`src/rtl/mc_ctrl_if.sv`:
```
// Control bundle between the mc_ctrl sequencer and the MIPS-lite datapath/memory.
// The master side is the controller; the slave side is the datapath that obeys it.
interface mc_ctrl_if;
  logic [5:0] opcode;
  logic [5:0] funct;
  logic       zero;
  logic       mem_ready;
  logic       mem_req;
  logic       mem_we;
  logic       pc_en;
  logic       ir_en;
  logic       reg_we;
  logic       alu_src_b;
  logic [2:0] alu_op;
  logic [1:0] ext_op;
  logic [1:0] reg_dst;
  logic [1:0] mem_to_reg;
  logic [1:0] pc_src;
  logic [3:0] state;

  modport master (
    input  opcode, funct, zero, mem_ready,
    output mem_req, mem_we, pc_en, ir_en, reg_we, alu_src_b, alu_op, ext_op,
           reg_dst, mem_to_reg, pc_src, state
  );

  modport slave (
    output opcode, funct, zero, mem_ready,
    input  mem_req, mem_we, pc_en, ir_en, reg_we, alu_src_b, alu_op, ext_op,
           reg_dst, mem_to_reg, pc_src, state
  );
endinterface

```
`src/rtl/mc_ctrl.sv`:
```
// Multi-cycle control FSM for the MIPS-lite core: fetch/decode/execute/memory/write-back
// sequencing with a request/ready memory handshake.
module mc_ctrl (
   input  logic      clk,
   input  logic      reset,
   mc_ctrl_if.master bus
);

   typedef enum logic [3:0] {
      StFetch  = 4'd0,  StDecode = 4'd1,  StMemAdr = 4'd2,  StMemRd  = 4'd3,
      StMemWb  = 4'd4,  StMemWr  = 4'd5,  StExec   = 4'd6,  StAluWb  = 4'd7,
      StExecI  = 4'd8,  StAluWbI = 4'd9,  StBranch = 4'd10, StJump   = 4'd11,
      StJal    = 4'd12, StJr     = 4'd13
   } state_e;

   localparam logic [5:0] OpRtype = 6'b000000;
   localparam logic [5:0] OpLw    = 6'b100011;
   localparam logic [5:0] OpSw    = 6'b101011;
   localparam logic [5:0] OpBeq   = 6'b000100;
   localparam logic [5:0] OpOri   = 6'b001101;
   localparam logic [5:0] OpLui   = 6'b001111;
   localparam logic [5:0] OpJ     = 6'b000010;
   localparam logic [5:0] OpJal   = 6'b000011;
   localparam logic [5:0] FnAddu  = 6'b100001;
   localparam logic [5:0] FnSubu  = 6'b100011;
   localparam logic [5:0] FnJr    = 6'b001000;

   localparam logic [2:0] AluAdd = 3'b000;
   localparam logic [2:0] AluSub = 3'b001;
   localparam logic [2:0] AluOr  = 3'b010;

   state_e state_q, state_d;
   // Instruction flavour captured in DECODE so EXEC/EXECI never look at the IR fields.
   logic   sub_q, sub_d, lui_q, lui_d;

   logic       mem_req, mem_we, pc_en, ir_en, reg_we, alu_src_b;
   logic [2:0] alu_op;
   logic [1:0] ext_op, reg_dst, mem_to_reg, pc_src;

   always_ff @(posedge clk or negedge reset) begin
      if (!reset) begin
         state_q <= StFetch;
         sub_q   <= 1'b0;
         lui_q   <= 1'b0;
      end else begin
         state_q <= state_d;
         sub_q   <= sub_d;
         lui_q   <= lui_d;
      end
   end

   always_comb begin
      state_d    = state_q;
      sub_d      = sub_q;
      lui_d      = lui_q;
      mem_req    = 1'b0;
      mem_we     = 1'b0;
      pc_en      = 1'b0;
      ir_en      = 1'b0;
      reg_we     = 1'b0;
      alu_src_b  = 1'b0;
      alu_op     = AluAdd;
      ext_op     = 2'b00;
      reg_dst    = 2'b00;
      mem_to_reg = 2'b00;
      pc_src     = 2'b00;

      case (state_q)
         StFetch: begin
            mem_req = 1'b1;
            if (bus.mem_ready) begin
               ir_en   = 1'b1;
               pc_en   = 1'b1;
               state_d = StDecode;
            end
         end
         StDecode: begin
            sub_d   = (bus.funct == FnSubu);
            lui_d   = (bus.opcode == OpLui);
            state_d = StFetch;
            case (bus.opcode)
               OpRtype: begin
                  case (bus.funct)
                     FnAddu, FnSubu: state_d = StExec;
                     FnJr:           state_d = StJr;
                     default:        state_d = StFetch;
                  endcase
               end
               OpLw, OpSw:   state_d = StMemAdr;
               OpOri, OpLui: state_d = StExecI;
               OpBeq:        state_d = StBranch;
               OpJ:          state_d = StJump;
               OpJal:        state_d = StJal;
               default:      state_d = StFetch;
            endcase
         end
         StMemAdr: begin
            alu_src_b = 1'b1;
            ext_op    = 2'b01;
            if (bus.opcode == OpLw)      state_d = StMemRd;
            else if (bus.opcode == OpSw) state_d = StMemWr;
            else                         state_d = StFetch;
         end
         StMemRd: begin
            mem_req = 1'b1;
            if (bus.mem_ready) state_d = StMemWb;
         end
         StMemWb: begin
            reg_we     = 1'b1;
            mem_to_reg = 2'b01;
            state_d    = StFetch;
         end
         StMemWr: begin
            mem_req = 1'b1;
            mem_we  = 1'b1;
            if (bus.mem_ready) state_d = StFetch;
         end
         StExec: begin
            alu_op  = sub_q ? AluSub : AluAdd;
            state_d = StAluWb;
         end
         StAluWb: begin
            reg_we  = 1'b1;
            reg_dst = 2'b01;
            state_d = StFetch;
         end
         StExecI: begin
            alu_src_b = 1'b1;
            ext_op    = lui_q ? 2'b10 : 2'b00;
            alu_op    = lui_q ? AluAdd : AluOr;
            state_d   = StAluWbI;
         end
         StAluWbI: begin
            reg_we  = 1'b1;
            state_d = StFetch;
         end
         StBranch: begin
            alu_op  = AluSub;
            pc_src  = 2'b01;
            pc_en   = bus.zero;
            state_d = StFetch;
         end
         StJump: begin
            pc_en   = 1'b1;
            pc_src  = 2'b10;
            state_d = StFetch;
         end
         StJal: begin
            pc_en      = 1'b1;
            pc_src     = 2'b10;
            reg_we     = 1'b1;
            reg_dst    = 2'b10;
            mem_to_reg = 2'b10;
            state_d    = StFetch;
         end
         StJr: begin
            pc_en   = 1'b1;
            pc_src  = 2'b11;
            state_d = StFetch;
         end
         default: state_d = StFetch;
      endcase

      // Reset overrides FETCH's request so a held-off memory sees nothing.
      if (!reset) begin
         mem_req    = 1'b0;
         mem_we     = 1'b0;
         pc_en      = 1'b0;
         ir_en      = 1'b0;
         reg_we     = 1'b0;
         alu_src_b  = 1'b0;
         alu_op     = AluAdd;
         ext_op     = 2'b00;
         reg_dst    = 2'b00;
         mem_to_reg = 2'b00;
         pc_src     = 2'b00;
      end
   end

   assign bus.mem_req    = mem_req;
   assign bus.mem_we     = mem_we;
   assign bus.pc_en      = pc_en;
   assign bus.ir_en      = ir_en;
   assign bus.reg_we     = reg_we;
   assign bus.alu_src_b  = alu_src_b;
   assign bus.alu_op     = alu_op;
   assign bus.ext_op     = ext_op;
   assign bus.reg_dst    = reg_dst;
   assign bus.mem_to_reg = mem_to_reg;
   assign bus.pc_src     = pc_src;
   assign bus.state      = state_q;

endmodule

```
`src/flat_wrapper.sv`:
```
// flat-port wrapper written by rule: the top's interface ports become plain ports
module mc_ctrl_flat 
  (clk, reset, bus_opcode, bus_funct, bus_zero, bus_mem_ready, bus_mem_req, bus_mem_we, bus_pc_en, bus_ir_en, bus_reg_we, bus_alu_src_b, bus_alu_op, bus_ext_op, bus_reg_dst, bus_mem_to_reg, bus_pc_src, bus_state);
  mc_ctrl_if bus_i ();
  input  logic clk;
  input  logic reset;
  input wire logic [$bits(bus_i.opcode)-1:0] bus_opcode;
  input wire logic [$bits(bus_i.funct)-1:0] bus_funct;
  input wire logic [$bits(bus_i.zero)-1:0] bus_zero;
  input wire logic [$bits(bus_i.mem_ready)-1:0] bus_mem_ready;
  output wire logic [$bits(bus_i.mem_req)-1:0] bus_mem_req;
  output wire logic [$bits(bus_i.mem_we)-1:0] bus_mem_we;
  output wire logic [$bits(bus_i.pc_en)-1:0] bus_pc_en;
  output wire logic [$bits(bus_i.ir_en)-1:0] bus_ir_en;
  output wire logic [$bits(bus_i.reg_we)-1:0] bus_reg_we;
  output wire logic [$bits(bus_i.alu_src_b)-1:0] bus_alu_src_b;
  output wire logic [$bits(bus_i.alu_op)-1:0] bus_alu_op;
  output wire logic [$bits(bus_i.ext_op)-1:0] bus_ext_op;
  output wire logic [$bits(bus_i.reg_dst)-1:0] bus_reg_dst;
  output wire logic [$bits(bus_i.mem_to_reg)-1:0] bus_mem_to_reg;
  output wire logic [$bits(bus_i.pc_src)-1:0] bus_pc_src;
  output wire logic [$bits(bus_i.state)-1:0] bus_state;
  assign bus_i.opcode = bus_opcode;
  assign bus_i.funct = bus_funct;
  assign bus_i.zero = bus_zero;
  assign bus_i.mem_ready = bus_mem_ready;
  assign bus_mem_req = bus_i.mem_req;
  assign bus_mem_we = bus_i.mem_we;
  assign bus_pc_en = bus_i.pc_en;
  assign bus_ir_en = bus_i.ir_en;
  assign bus_reg_we = bus_i.reg_we;
  assign bus_alu_src_b = bus_i.alu_src_b;
  assign bus_alu_op = bus_i.alu_op;
  assign bus_ext_op = bus_i.ext_op;
  assign bus_reg_dst = bus_i.reg_dst;
  assign bus_mem_to_reg = bus_i.mem_to_reg;
  assign bus_pc_src = bus_i.pc_src;
  assign bus_state = bus_i.state;
  mc_ctrl u_core (.clk(clk), .reset(reset), .bus(bus_i));
endmodule
```
`config.mk`:
```
export PLATFORM = sky130hd
export DESIGN_NAME = mc_ctrl_flat
export DESIGN_NICKNAME = d
export VERILOG_FILES = /design/src/rtl/mc_ctrl_if.sv /design/src/rtl/mc_ctrl.sv /design/src/flat_wrapper.sv
export SDC_FILE = /design/constraint.sdc
export NUM_CORES = 1
export LEC_CHECK = 0
export ABC_CLOCK_PERIOD_IN_PS = 2500
export BUFFER_PORTS_ARGS = -buffer_cell sky130_fd_sc_hd__buf_2
export CAP_MARGIN = 20
export CORE_UTILIZATION = 48
export CTS_CLUSTER_DIAMETER = 80
export DETAILED_ROUTE_END_ITERATION = 10
export GPL_TIMING_DRIVEN = 0
export PLACE_DENSITY_LB_ADDON = 0.08
export SETUP_SLACK_MARGIN = 0.5
export SLEW_MARGIN = 30
export SYNTH_ARGS = -nofsm -noshare
export SYNTH_HDL_FRONTEND = slang
export SYNTH_SLANG_ARGS = --single-unit
```
`constraint.sdc`:
```
create_clock -name clk -period 2.5 [get_ports clk]
set_input_delay 0.5 -clock clk [delete_from_list [all_inputs] [get_ports clk]]
set_output_delay 0.5 -clock clk [all_outputs]
set_load 0.02 [all_outputs]
```
==> results.sh <==
export IMPL_outcome="complete, no violations"
export IMPL_initial_util_pct=54.5
export IMPL_register_area_um2=154
export IMPL_crit_required_ns=2.00
export IMPL_clock_insertion_delay_at_the_later_pin_of_the_skew_report_ns=0.25
export IMPL_worst_endpoint_arrival_ns=1.64
export IMPL_grt_antenna_before_repair=0
export IMPL_critical_path_endpoint_type="primary output"
export IMPL_htreeDepth=1
export IMPL_grt_use_total_pct=29.2
export IMPL_worst_r2r_startpoint="u_core.bus.state[0]$_DFFE_PN0P_"
export IMPL_boundaryPins=37
export IMPL_drive_above_1_share_pct=46.4
export IMPL_placementRows=13
export IMPL_async_flop_share_pct=100
export IMPL_chipHeight_um=41.4
export IMPL_ratio_of_final_minimum_period_to_clock_period_pct=85.4
export IMPL_core_area_um2=1370
export IMPL_netlist_top_cell_by_area="sky130_fd_sc_hd__dfrtp_1"
export IMPL_crit_type="reg2out"
export IMPL_crit_slowest_cell="sky130_fd_sc_hd__dfrtp_2"
export IMPL_power_leakage_uw=0.000528
export IMPL_clk_path_buf_depth=2
export IMPL_period_needed_ns=2.14
export IMPL_minimum_setup_slack_after_placement_ns=0.370
export IMPL_edff_count_synth=0
export IMPL_worst_r2r_cell_count=6
export IMPL_cp_start_kind="flip-flop"
export IMPL_synth_top_area_share_pct=20.2
export IMPL_synth_cell_type_count=38
export IMPL_number_of_filler_instances_in_the_final_layout=87
export IMPL_multi_input_comb_area_um2=592
export IMPL_critical_path_max_stage_delay_ns=0.48
export IMPL_design_die_area_um2=1710
export IMPL_setup_violations_final=0
export IMPL_setup_tns_final_ns=0
export IMPL_grt_pass1_wl_um=3230
export IMPL_num_nets_final=168
export IMPL_timing_critical_path_fanout_max=7
export IMPL_antennaDiodeCount=0
export IMPL_yosys_top_cells_area="sky130_fd_sc_hd__dfrtp_1 20%, sky130_fd_sc_hd__nor2_1 7.1%, sky130_fd_sc_hd__nand2_1 5.5%, sky130_fd_sc_hd__and3_1 5.0%, sky130_fd_sc_hd__o211ai_1 5.0%"
export IMPL_totalWireLength_um=2350
export IMPL_clock_sink_count=6
export IMPL_drv_max_cap_violation_count=0
export IMPL_skew_ns=0.00561
export IMPL_timing_critical_path_buf_inv=1
export IMPL_seq_area_frac_synth_pct=20.2
export IMPL_cts_hold_buffers=0
export IMPL_reg_to_reg_setup_timing_slack_ns=0.70
export IMPL_place_gp_congestion=0.769
export IMPL_holdCritPathClass="in2async"
export IMPL_grt_pass1_vias=772
export IMPL_drc_violations=0
export IMPL_die_width_um=41.4
export IMPL_final_setup_worst_slack_ns=0.364
export IMPL_grt_overflow_total=0
export IMPL_drtAntennaViolNets=0
export IMPL_most_used_flip_flop_cell_after_synthesis="sky130_fd_sc_hd__dfrtp_1"
export IMPL_synth_warning_count=0
export IMPL_cts_root_buffer_cell="sky130_fd_sc_hd__clkbuf_4"
export IMPL_cts_buffers_inserted=3
export IMPL_grt_max_degree=16
export IMPL_clock_fmax_mhz=468
export IMPL_drt_wirelength_per_cell_um=14.2
export IMPL_cts_reportedPaths_clkPinSlew_ns=0.05
export IMPL_power_density_cell_area_nw_per_um2=371
export IMPL_netlist_area_um2=744
export IMPL_io_buffers=33
export IMPL_syn_nets=122
export IMPL_postSynthAreaPerCell_um2=7.02
export IMPL_finalPower_uw=413
export IMPL_cts_tree="built"
export IMPL_critPathTopFamily="simple AND/OR/NAND/NOR gates"
export IMPL_dr_pass1_iters=4
export IMPL_vdd_drop_max_uv=282
export IMPL_crit_path_cell_trace="nor2_4 > and2_4 > and3_4 > or3_4 > buf_6"
export IMPL_detailedPlacementHpwl_um=1630
export IMPL_dr_first_iter_drc_count=22
export IMPL_gate_count_of_the_mapped_netlist=106
export IMPL_viasPerCell=5.81
export IMPL_maxSlewViolCount=0
export IMPL_worst_r2r_endpoint="u_core.bus.state[3]$_DFFE_PN0P_"
export IMPL_final_hold_viol_count=0
export IMPL_vias=965
export IMPL_area_growth_syn_to_layout_pct=49.4
export IMPL_grt_setup_unrepaired="yes"
export IMPL_synth_ff_latch_count=6
[state kept, by name (all words and copies together), names as in the netlist]
| name | flops |
|---|---|
| u_core.sub_q | 1 |
| u_core.bus.state | 4 |
| u_core.lui_q | 1 |
[cell usage in the layout (no fill, tap or decap), types with 2 or more instances in the layout]
cell type,synthesis,routed
sky130_fd_sc_hd__a21oi_1,6,6
sky130_fd_sc_hd__and3_1,6,5
sky130_fd_sc_hd__buf_2,2,31
sky130_fd_sc_hd__buf_4,2,14
sky130_fd_sc_hd__buf_6,1,2
sky130_fd_sc_hd__clkbuf_4,0,5
sky130_fd_sc_hd__dfrtp_1,6,3
sky130_fd_sc_hd__dfrtp_2,0,3
sky130_fd_sc_hd__nand2_1,11,9
sky130_fd_sc_hd__nand2b_1,2,2
sky130_fd_sc_hd__nand3b_1,3,3
sky130_fd_sc_hd__nor2_1,14,13
sky130_fd_sc_hd__nor2b_1,4,2
sky130_fd_sc_hd__nor2b_2,0,2
sky130_fd_sc_hd__nor3_1,7,6
sky130_fd_sc_hd__nor3b_1,3,2
sky130_fd_sc_hd__o211ai_1,5,5
sky130_fd_sc_hd__o21ai_0,5,5
sky130_fd_sc_hd__o32ai_1,2,2
sky130_fd_sc_hd__or4b_1,2,2
sky130_fd_sc_hd__xnor2_1,2,2
[kinds of logic (layout without fill, tap and decap cells)]
group           after synthesis  after routing  synth area share [%]
mux                           1              1                  1.34
simple gates                 60             60                  44.2
flops                         6              6                  20.2
buf+inv                      11             56                  8.06
xor+xnor                      3              3                  3.53
compound gates               24             24                  22.2
other cells                   1              1                 0.504
[stage by stage]
stage	std cells	hold WS [ns]	utilization, %	instance area (um^2)
global placement	154	0.372	69.3	947
finish	166	0.119	81.4	1110
global route	166	0.121	81.4	1110
floorplan	106	0.204	-	763
detailed placement	154	0.379	69.3	947
CTS	161	0.115	76.9	1050
[layout make-up]
cell class | instances | share of cell area [%]
multi-input combinational | 89 | 53.2
timing repair buffer | 41 | 21.7
inverter | 1 | 0.337
tap | 15 | 1.69
buffer | 10 | 6.86
clock buffer | 4 | 2.36
sequential | 6 | 13.8
[worst max path at each step]
stage | startpoint | to | slack [ns] | cells after the start
after floorplan | u_core.bus.state[2]$_DFFE_PN0P_ | bus_reg_we | 0.50 | 3
after detailed placement | reset | bus_pc_en | 0.37 | 5
after global placement | reset | bus_pc_en | 0.40 | 5
final | u_core.bus.state[0]$_DFFE_PN0P_ | bus_pc_en | 0.36 | 5
after global routing | u_core.bus.state[1]$_DFFE_PN0P_ | bus_pc_en | 0.31 | 6
after CTS | u_core.bus.state[1]$_DFFE_PN0P_ | bus_pc_en | 0.37 | 6
[report_power, final]
| part | internal (uW) | total (uW) | switching, uW |
|---|---|---|---|
| logic | 88.7 | 194 | 105 |
| clock network | 60.8 | 101 | 40.5 |
| registers | 104 | 118 | 13.8 |
| total | 254 | 413 | 159 |
[Yosys cell counts, types with 2 or more instances]
library cell / instances
sky130_fd_sc_hd__xnor2_1: 2
sky130_fd_sc_hd__nand2_1: 11
sky130_fd_sc_hd__buf_2: 2
sky130_fd_sc_hd__nor3b_1: 3
sky130_fd_sc_hd__o21ai_0: 5
sky130_fd_sc_hd__nor2b_1: 4
sky130_fd_sc_hd__a21oi_1: 6
sky130_fd_sc_hd__or4b_1: 2
sky130_fd_sc_hd__clkbuf_1: 4
sky130_fd_sc_hd__nor2_1: 14
sky130_fd_sc_hd__buf_4: 2
sky130_fd_sc_hd__o211ai_1: 5
sky130_fd_sc_hd__and3_1: 6
sky130_fd_sc_hd__nand3b_1: 3
sky130_fd_sc_hd__dfrtp_1: 6
sky130_fd_sc_hd__nor3_1: 7
sky130_fd_sc_hd__o32ai_1: 2
sky130_fd_sc_hd__nand2b_1: 2
[per-layer routing]
layer	wire [um]	vias to the layer above	part of all wire [%]	global-route usage, %
met2	1200	42	51	52.7
met4	8	0	0.34	8.06
met5	0	-	0	0
li1	-	481	-	-
met1	1030	440	44	34.4
met3	114	2	4.9	6.38
[repair_timing]
action,4_1_cts,5_1_grt
setup endpoints to repair,11,11
hold endpoints to repair,0,0
resized for setup,19,11
buffers inserted,3,5
pin swaps,2,1
Power figures use the tool's default switching activity.
